<file path="config.mk">
export PLATFORM = sky130hd
export DESIGN_NAME = lsu_rmw
export DESIGN_NICKNAME = d
export VERILOG_FILES = /design/src/rtl/mips_mem_pkg.sv /design/src/rtl/lsu_align.sv /design/src/rtl/lsu_rmw.sv
export SDC_FILE = /design/constraint.sdc
export NUM_CORES = 1
export LEC_CHECK = 0
export ABC_AREA = 0
export CAP_MARGIN = 20
export CORE_AREA = 2 2 135 137
export DETAILED_ROUTE_END_ITERATION = 10
export DIE_AREA = 0 0 137 139
export PLACE_DENSITY = 0.62
export SLEW_MARGIN = 15
export SYNTH_ARGS = -nofsm -noshare
export SYNTH_HDL_FRONTEND = slang
export SYNTH_SLANG_ARGS = --single-unit
</file>
<file path="constraint.sdc">
create_clock -name clk -period 4.9 [get_ports clk]
set_input_delay 0.98 -clock clk [delete_from_list [all_inputs] [get_ports clk]]
set_output_delay 0.98 -clock clk [all_outputs]
set_load 0.03 [all_outputs]
</file>
<file path="src/rtl/mips_mem_pkg.sv">
// mips_mem_pkg: shared definitions for the load/store unit.
//   - access size encodings (SZ_BYTE, SZ_HALF, SZ_WORD; 2'b11 is reserved)
//   - lsu_state_t, the read-modify-write FSM states
//   - DMEM_AW, the Dmem word-address width
package mips_mem_pkg;

    localparam logic [1:0] SZ_BYTE = 2'b00;
    localparam logic [1:0] SZ_HALF = 2'b01;
    localparam logic [1:0] SZ_WORD = 2'b10;

    localparam int DMEM_AW = 14;

    typedef enum logic {
        IDLE   = 1'b0,
        RMW_WR = 1'b1
    } lsu_state_t;

endpackage

</file>
<file path="src/rtl/lsu_align.sv">
// lsu_align: combinational byte-lane helpers shared by the load and RMW paths.
// Lanes are little-endian: byte offset k occupies bits 8k+7:8k.
// Ports:
//   ld_word/ld_off/ld_size/ld_unsigned -> ld_data   : lane select + sign/zero extend
//   st_word/st_off/st_size/st_data     -> st_merged : replace target lane(s) with
//                                                     the low byte/half of st_data
module lsu_align
    import mips_mem_pkg::*;
#(
    parameter int DW = 32
) (
    input  logic [DW-1:0] ld_word,
    input  logic [1:0]    ld_off,
    input  logic [1:0]    ld_size,
    input  logic          ld_unsigned,
    output logic [DW-1:0] ld_data,
    input  logic [DW-1:0] st_word,
    input  logic [1:0]    st_off,
    input  logic [1:0]    st_size,
    input  logic [DW-1:0] st_data,
    output logic [DW-1:0] st_merged
);

    function automatic logic [DW-1:0] load_extend(input logic [DW-1:0] word,
                                                  input logic [1:0] off,
                                                  input logic [1:0] sz,
                                                  input logic uns);
        logic [7:0]  b;
        logic [15:0] h;
        logic [DW-1:0] r;
        b = word[{off, 3'b000} +: 8];
        h = off[1] ? word[31:16] : word[15:0];
        case (sz)
            SZ_BYTE: r = {{24{~uns & b[7]}}, b};
            SZ_HALF: r = {{16{~uns & h[15]}}, h};
            default: r = word;
        endcase
        return r;
    endfunction

    function automatic logic [DW-1:0] store_merge(input logic [DW-1:0] word,
                                                  input logic [1:0] off,
                                                  input logic [1:0] sz,
                                                  input logic [DW-1:0] data);
        logic [DW-1:0] r;
        r = word;
        case (sz)
            SZ_BYTE: r[{off, 3'b000} +: 8] = data[7:0];
            SZ_HALF: begin
                if (off[1]) r[31:16] = data[15:0];
                else        r[15:0]  = data[15:0];
            end
            default: r = data;
        endcase
        return r;
    endfunction

    assign ld_data   = load_extend(ld_word, ld_off, ld_size, ld_unsigned);
    assign st_merged = store_merge(st_word, st_off, st_size, st_data);

endmodule

</file>
<file path="src/rtl/lsu_rmw.sv">
// lsu_rmw: load/store unit between the MEM pipeline register and a word-only Dmem.
// Byte/half/word loads complete in one cycle (registered, aligned, extended).
// Word stores write directly; sub-word stores do a two-cycle read-modify-write
// with stall high in the read cycle.
// Build option: LSU_MISALIGN_TRAP_EN
//   defined   - misaligned requests and both-strobe requests are rejected and
//               misalign pulses the following cycle.
//   undefined - misalign is 0, low address bits are masked, size 11 acts as word,
//               both-strobe requests are silently dropped.
// Ports:
//   clk, rst (async, active high)
//   MemRead, MemWrite, size, load_unsigned, addr, write_data : request
//   stall, load_data, load_valid, misalign                   : to pipeline
//   dmem_addr, dmem_write_data, dmem_MemRead, dmem_MemWrite  : to Dmem
//   dmem_read_data                                           : from Dmem (comb)
module lsu_rmw
    import mips_mem_pkg::*;
#(
    parameter int AW = 16,
    parameter int DW = 32
) (
    input  logic          clk,
    input  logic          rst,
    input  logic          MemRead,
    input  logic          MemWrite,
    input  logic [1:0]    size,
    input  logic          load_unsigned,
    input  logic [AW-1:0] addr,
    input  logic [DW-1:0] write_data,
    output logic          stall,
    output logic [DW-1:0] load_data,
    output logic          load_valid,
    output logic          misalign,
    output logic [AW-3:0] dmem_addr,
    output logic [DW-1:0] dmem_write_data,
    output logic          dmem_MemRead,
    output logic          dmem_MemWrite,
    input  logic [DW-1:0] dmem_read_data
);

    lsu_state_t    state, next_state;

    logic [AW-3:0] lat_addr;
    logic [1:0]    lat_off;
    logic [1:0]    lat_size;
    logic [DW-1:0] lat_word;
    logic [DW-1:0] lat_wdata;

    logic          rd_req, wr_req, both_req, idle;
    logic [1:0]    eff_size, eff_off;
    logic          bad, misalign_next;
    logic          do_load, do_wstore, do_sstore;
    logic [DW-1:0] ld_data, st_merged;

    assign rd_req   = MemRead & ~MemWrite;
    assign wr_req   = MemWrite & ~MemRead;
    assign both_req = MemRead & MemWrite;
    assign idle     = (state == IDLE);

`ifdef LSU_MISALIGN_TRAP_EN
    assign eff_size = size;
    assign eff_off  = addr[1:0];
    always_comb begin
        case (size)
            SZ_BYTE: bad = 1'b0;
            SZ_HALF: bad = addr[0];
            SZ_WORD: bad = |addr[1:0];
            default: bad = 1'b1;
        endcase
    end
    assign misalign_next = idle & (both_req | ((rd_req | wr_req) & bad));
`else
    // Reserved size folds into word; offsets are forced to the natural boundary.
    assign eff_size = (size == 2'b11) ? SZ_WORD : size;
    always_comb begin
        case (eff_size)
            SZ_BYTE: eff_off = addr[1:0];
            SZ_HALF: eff_off = {addr[1], 1'b0};
            default: eff_off = 2'b00;
        endcase
    end
    assign bad           = 1'b0;
    assign misalign_next = 1'b0;
`endif

    assign do_load   = idle & rd_req & ~bad;
    assign do_wstore = idle & wr_req & ~bad & (eff_size == SZ_WORD);
    assign do_sstore = idle & wr_req & ~bad & (eff_size != SZ_WORD);

    lsu_align #(.DW(DW)) u_align (
        .ld_word     (dmem_read_data),
        .ld_off      (eff_off),
        .ld_size     (eff_size),
        .ld_unsigned (load_unsigned),
        .ld_data     (ld_data),
        .st_word     (lat_word),
        .st_off      (lat_off),
        .st_size     (lat_size),
        .st_data     (lat_wdata),
        .st_merged   (st_merged)
    );

    // State register
    always_ff @(posedge clk or posedge rst) begin
        if (rst) state <= IDLE;
        else     state <= next_state;
    end

    // Next state
    always_comb begin
        next_state = state;
        case (state)
            IDLE:    if (do_sstore) next_state = RMW_WR;
            RMW_WR:  next_state = IDLE;
            default: next_state = IDLE;
        endcase
    end

    // Outputs; everything is held low during reset so an interrupted RMW
    // write never reaches Dmem.
    always_comb begin
        stall           = 1'b0;
        dmem_addr       = '0;
        dmem_write_data = '0;
        dmem_MemRead    = 1'b0;
        dmem_MemWrite   = 1'b0;
        if (!rst) begin
            case (state)
                IDLE: begin
                    dmem_addr       = addr[AW-1:2];
                    dmem_write_data = write_data;
                    dmem_MemRead    = do_load | do_sstore;
                    dmem_MemWrite   = do_wstore;
                    stall           = do_sstore;
                end
                RMW_WR: begin
                    // Request inputs still show the stalled store; ignore them.
                    dmem_addr       = lat_addr;
                    dmem_write_data = st_merged;
                    dmem_MemWrite   = 1'b1;
                end
                default: ;
            endcase
        end
    end

    // Load result, pulses, and RMW latches
    always_ff @(posedge clk or posedge rst) begin
        if (rst) begin
            load_data  <= '0;
            load_valid <= 1'b0;
            misalign   <= 1'b0;
            lat_addr   <= '0;
            lat_off    <= '0;
            lat_size   <= '0;
            lat_word   <= '0;
            lat_wdata  <= '0;
        end else begin
            load_valid <= do_load;
            misalign   <= misalign_next;
            if (do_load) load_data <= ld_data;
            if (do_sstore) begin
                lat_addr  <= addr[AW-1:2];
                lat_off   <= eff_off;
                lat_size  <= eff_size;
                lat_word  <= dmem_read_data;
                lat_wdata <= write_data;
            end
        end
    end

endmodule
</file>
Word level (Yosys, flattened, before mapping)
Cells that the tools add are included.
{"block": "classes", "shifts": 3, "eq_ne": 5, "mux": 20, "n_addsub": 1, "n_reduce_logical": 2, "bitwise_logic": 13}
{"operator": "$pmux 32 s2", "count": 3}
{"operator": "$mux 16", "count": 3}
{"operator": "$bwmux 32", "count": 1}
{"operator": "$mux 32", "count": 1}
{"operator": "$shift 8x7->32 const A", "count": 1}
{"operator": "$shiftx 32x6->8", "count": 1}
{"operator": "$shiftx 8x7->32", "count": 1}
{"operator": "$pmux 14 s2", "count": 1}
{"operator": "$mux 14", "count": 1}
{"operator": "$and 1x1->1", "count": 8}
{"operator": "$neg 5->7", "count": 1}
{"operator": "$mux 1", "count": 6}
{"operator": "$eq 2x1->1 const B", "count": 2}
{"operator": "$eq 2x2->1 const B", "count": 2}
{"operator": "$logic_not 2->1", "count": 2}
{"operator": "$not 1->1", "count": 4}
{"operator": "$pmux 1 s2", "count": 2}
{"operator": "$pmux 2 s2", "count": 1}
{"operator": "$mux 2", "count": 1}
{"operator": "$ne 2x2->1 const B", "count": 1}
{"operator": "$or 1x1->1", "count": 1}
{"block": "word_totals", "out_inout_bits": 83, "in_bits": 87, "reg_bits": 116}

Depth between registers and ports, before layout
{"block": "logic_depth", "word_depth": 7, "mapped_depth": 10, "depth_no_buf": 6}

By module
From an unflattened synthesis, not the netlist that was laid out.
{"block": "hier_totals", "hier_cells": 625, "area_unflattened_um2": 6749.0}
{"mod": "lsu_rmw", "cells_per_inst": 363, "instances": 1, "seq_area_each_um2": 2902.8, "area_per_inst_um2": 5093.6}
{"mod": "lsu_align", "cells_per_inst": 262, "instances": 1, "seq_area_each_um2": 0.0, "area_per_inst_um2": 1655.3}

Least setup slack after synthesis
No wires, ideal clock.
{"block": "synth_timing", "kind": "register to output", "start": "register lat_off[1]", "end": "output dmem_write_data[25]", "path_slack_ps": 1048, "path_stages_with_launch": 10, "t_arrival_ps": 2872, "cell_sequence": "dfrtp_1 -> buf_2 -> clkinv_1 -> clkbuf_1 -> ha_1 -> nor4bb_1 -> clkbuf_1 -> a22o_1 -> a222oi_1 -> a211oi_1"}
{"block": "synth_between", "elab_chain_cells": 6, "word_cells_on_any_way": 8, "classes_between": "add/sub (1); shift (2); mux (5)"}
{"element": "start: declaration", "line": "lsu_rmw.sv:44", "source": "logic [1:0] lat_off;"}
{"element": "start signal: assignment", "line": "lsu_rmw.sv:164", "source": "lat_off <= eff_off;"}
{"element": "$neg 5->7", "line": "lsu_align.sv:48", "source": "SZ_BYTE: r[{off, 3'b000} +: 8] = data[7:0];"}
{"element": "$shiftx 8x7->32 or $shift 8x7->32 (tied branches)", "line": "lsu_align.sv:48"}
{"element": "$bwmux 32", "line": "lsu_align.sv:48"}
{"element": "$pmux 32 s2 *", "line": "lsu_align.sv:47", "source": "case (sz)"}
{"element": "$pmux 32 s2 *", "line": "lsu_rmw.sv:128", "source": "case (state)"}
{"element": "$mux 32 *", "line": "lsu_rmw.sv:127", "source": "if (!rst) begin"}
{"element": "end: declaration", "line": "lsu_rmw.sv:35", "source": "output logic [DW-1:0] dmem_write_data,"}
Mark *: on every way between the ends. The rest lies on a longest branch, timed or not.

Worst setup path after layout
{"block": "layout_timing", "start": "register lat_off[1]", "end": "output dmem_write_data[22]"}
Same word-level chain as after synthesis.

==> out/metrics.cfg <==
[outcome]
status = complete, no violations

[cells_and_area]
area_delta_synth_final_pct = 37.3
finalCoreUtilization_pct = 54.0
final_nets = 907
drive_gt1_share_pct = 23.2
n_antenna_cell = 0

[worst_setup_path]
crit_cells = 7
slowest_delay_ps = 720
crit_path_start = lat_off[1]
worst_path_max_delay_cell = clkdlybuf4s50_1
critPathCaptureType = output pin
crit_buf_inv = 2
crit_fanout = 19
required_ps = 3920
worstPathCellList = buf_4, ha_1, nand2b_1, nor4b_1, o21ai_0, a311oi_1, clkdlybuf4s50_1
crit_family = buffers and inverters
critPathKind = reg -> out
r2r_setup_slack_ps = 1970
worst_ep_arrival_time_ps = 3240
r2r_cells = 5
r2r-end = lat_addr[5]
r2r-start = state
startpoint_type = flop
endpoint = dmem_write_data[22]

[floorplan]
boundaryPins = 170
dieArea_um2 = 19000
core_um2 = 17700
die_y_um = 139
die_w_um = 137
initial_core_util_pct = 39.3
num_rows = 49

[routing]
routed_wl_um = 21600
wl_per_cell_um = 20.5
maxUsedRoutingLayer = met4
route.met2.wl_um = 9430
drt-pass1-iter-count = 7
vias_per_cell = 5.81
num_vias = 6130
antenna_left = 0
drt-initial-drc-count = 501
met3_length_um = 1820
drc_errors = 0
wl_met1_um = 9670

[pwr]
powerDensity_nw_per_um2 = 401
power_mw = 3.82
max-vdd-ir-drop_uv = 350
p_leak_nw = 3.72

[yosys]
yosysTopAreaCellShare_pct = 41.8
synth.cell_area_um2 = 6950
ys_ff_latch = 116
synth_fp_nets = 764
synth_area_per_cell_um2 = 10.3
yosysSeqAreaShare_pct = 41.8
synth_area_leaders = dfrtp_1 (42%), mux2_2 (18%), a22o_1 (5.0%), nor2_1 (2.9%), nand2_1 (2.6%)
syn_inst = 672
yosysTopAreaCell = dfrtp_1
synth_warnings = 0
ys_types = 45

[cts]
hold_buffers = 0
cts_setup_buffers = 0
cts_inserted_buffers = 17
clk_pin_slew_ps = 50
worstSkewPairLatency_ps = 420
root_buffer = clkbuf_16
cts_sinks = 116
clock_path_buffers = 2
cts_tree = yes
cts_htree_levels = 4
ctsResizeCount = 0

[sta]
tightest_slew_ps = 992
setup_viol_count_final = 0
hold_viol = 0
max-slew-margin-rel_pct = 33.8
period_needed_ps = 4220
fin_tns_setup_ps = 0
clock_skew_ps = 4.86
clock.fmax_ghz = 0.237
rsz0062_at_grt = no
slew_viol_final = 0
fin_crit_sh_pct = 86.1

[global_route]
grt_pass1_wl_um = 34000
grt_max_degree = 77
grt_antenna_before_repair = 0
grt_overflow_total = 0
track_usage_pct = 23.1
grt_pass1_vias = 6027

[place]
gp_congestion = 0.885
portBuffers = 168
place_hpwl_um = 15300

[worst_hold_path]
hold_depth = 2
min_path_type = reg -> reg

[flow_run]
cap_violations = 0

==> placed cells by master (no fill, tap or decap), drive strengths merged, types with 14 or more instances in the layout <==
master	Yosys	layout
a21oi	26	26
a221oi	18	18
a222oi	14	14
a22o	40	40
buf	28	37
clkbuf	36	20
clkdlybuf4s50	0	151
dfrtp	116	116
mux2	110	110
mux2i	16	16
nand2	49	49
nor2	53	53
nor3	20	20
o211ai	18	18
o21ai	40	40
==> area by class of cell <==
cell class	instances	area, um2
Fill cell	1520	8120
Multi-Input combinational cell	482	3710
Sequential cell	116	2900
Timing Repair Buffer	188	1970
Clock buffer	20	447
Tap cell	229	287
Clock inverter	10	181
Inverter	10	40.0
==> flip-flops by register name, indices dropped and copies added, names as in the netlist <==
register and count:
load_valid 1, lat_size 2, lat_wdata 32, load_data 32
lat_off 2, lat_addr 14, state 1, lat_word 32
==> cells in the mapped netlist (all sizes together) <==
cell type    n
nand2b       3
nand2       49
clkbuf      36
mux2       110
ha           5
nor4         1
and2b        1
conb         1
nor4bb       2
a211oi       8
o21bai       1
nor3        20
and2         1
nand3b      10
nand3        1
or3b         1
buf         28
a31oi        1
o211ai      18
o21ai       40
a311oi      10
a21o         1
and3b        1
a22o        40
nor2        53
and4b        1
a22oi        8
mux2i       16
a222oi      14
nor3b        1
a21oi       26
clkinv       2
dfrtp      116
inv          8
a221oi      18
nor4b        8
nor2b       12
==> cell families after synthesis <==
| family | share of synthesized area (%) |
|---|---|
| other | 0.0540 |
| AOI/OAI and AO/OA | 20.4 |
| DFF | 41.8 |
| muxes | 20.1 |
| buffers and inverters | 4.92 |
| and+or+nand+nor | 11.8 |
| adders and majority gates | 0.900 |
==> layer usage <==
layer,vias to the layer above,track usage [%]
met1,3003,33.0
met2,271,33.2
met4,0,8.84
li1,2822,-
met5,-,0
met3,34,6.25
==> stage by stage <==
step | cell area [um2] | instances | setup WS [ps] | hold WS, ps
after global placement | 8870 | 1023 | 1070 | 467
after detailed placement | 8880 | 1024 | 1120 | 475
after floorplan | 6950 | 672 | 512 | 480
after CTS | 9510 | 1054 | 716 | 492
final | 9540 | 1055 | 683 | 488
after global routing | 9540 | 1055 | 481 | 510
==> worst min path at each step <==
stage                       start  slack [ps]            end
floorplan           lat_wdata[31]         480  lat_wdata[31]
global placement     load_data[5]         470   load_data[5]
detailed placement   load_data[5]         480   load_data[5]
CTS                  load_data[5]         490   load_data[5]
global route         load_data[2]         510   load_data[2]
finish               load_data[5]         490   load_data[5]
==> where the power goes <==
| group | leakage [nW] | internal, mW | switching (mW) |
|---|---|---|---|
| logic | 2.03 | 0.561 | 0.566 |
| clock network | 0.306 | 0.906 | 0.435 |
| registers | 1.39 | 1.15 | 0.206 |
==> worst reg2reg max path, stage by stage (launching register included) <==
cell and delay (ps):
dfrtp_2 720, buf_4 390, nor3_4 200, buf_4 410, buf_4 640, mux2_2 450
No activity file was read; power rests on OpenSTA's default activity.
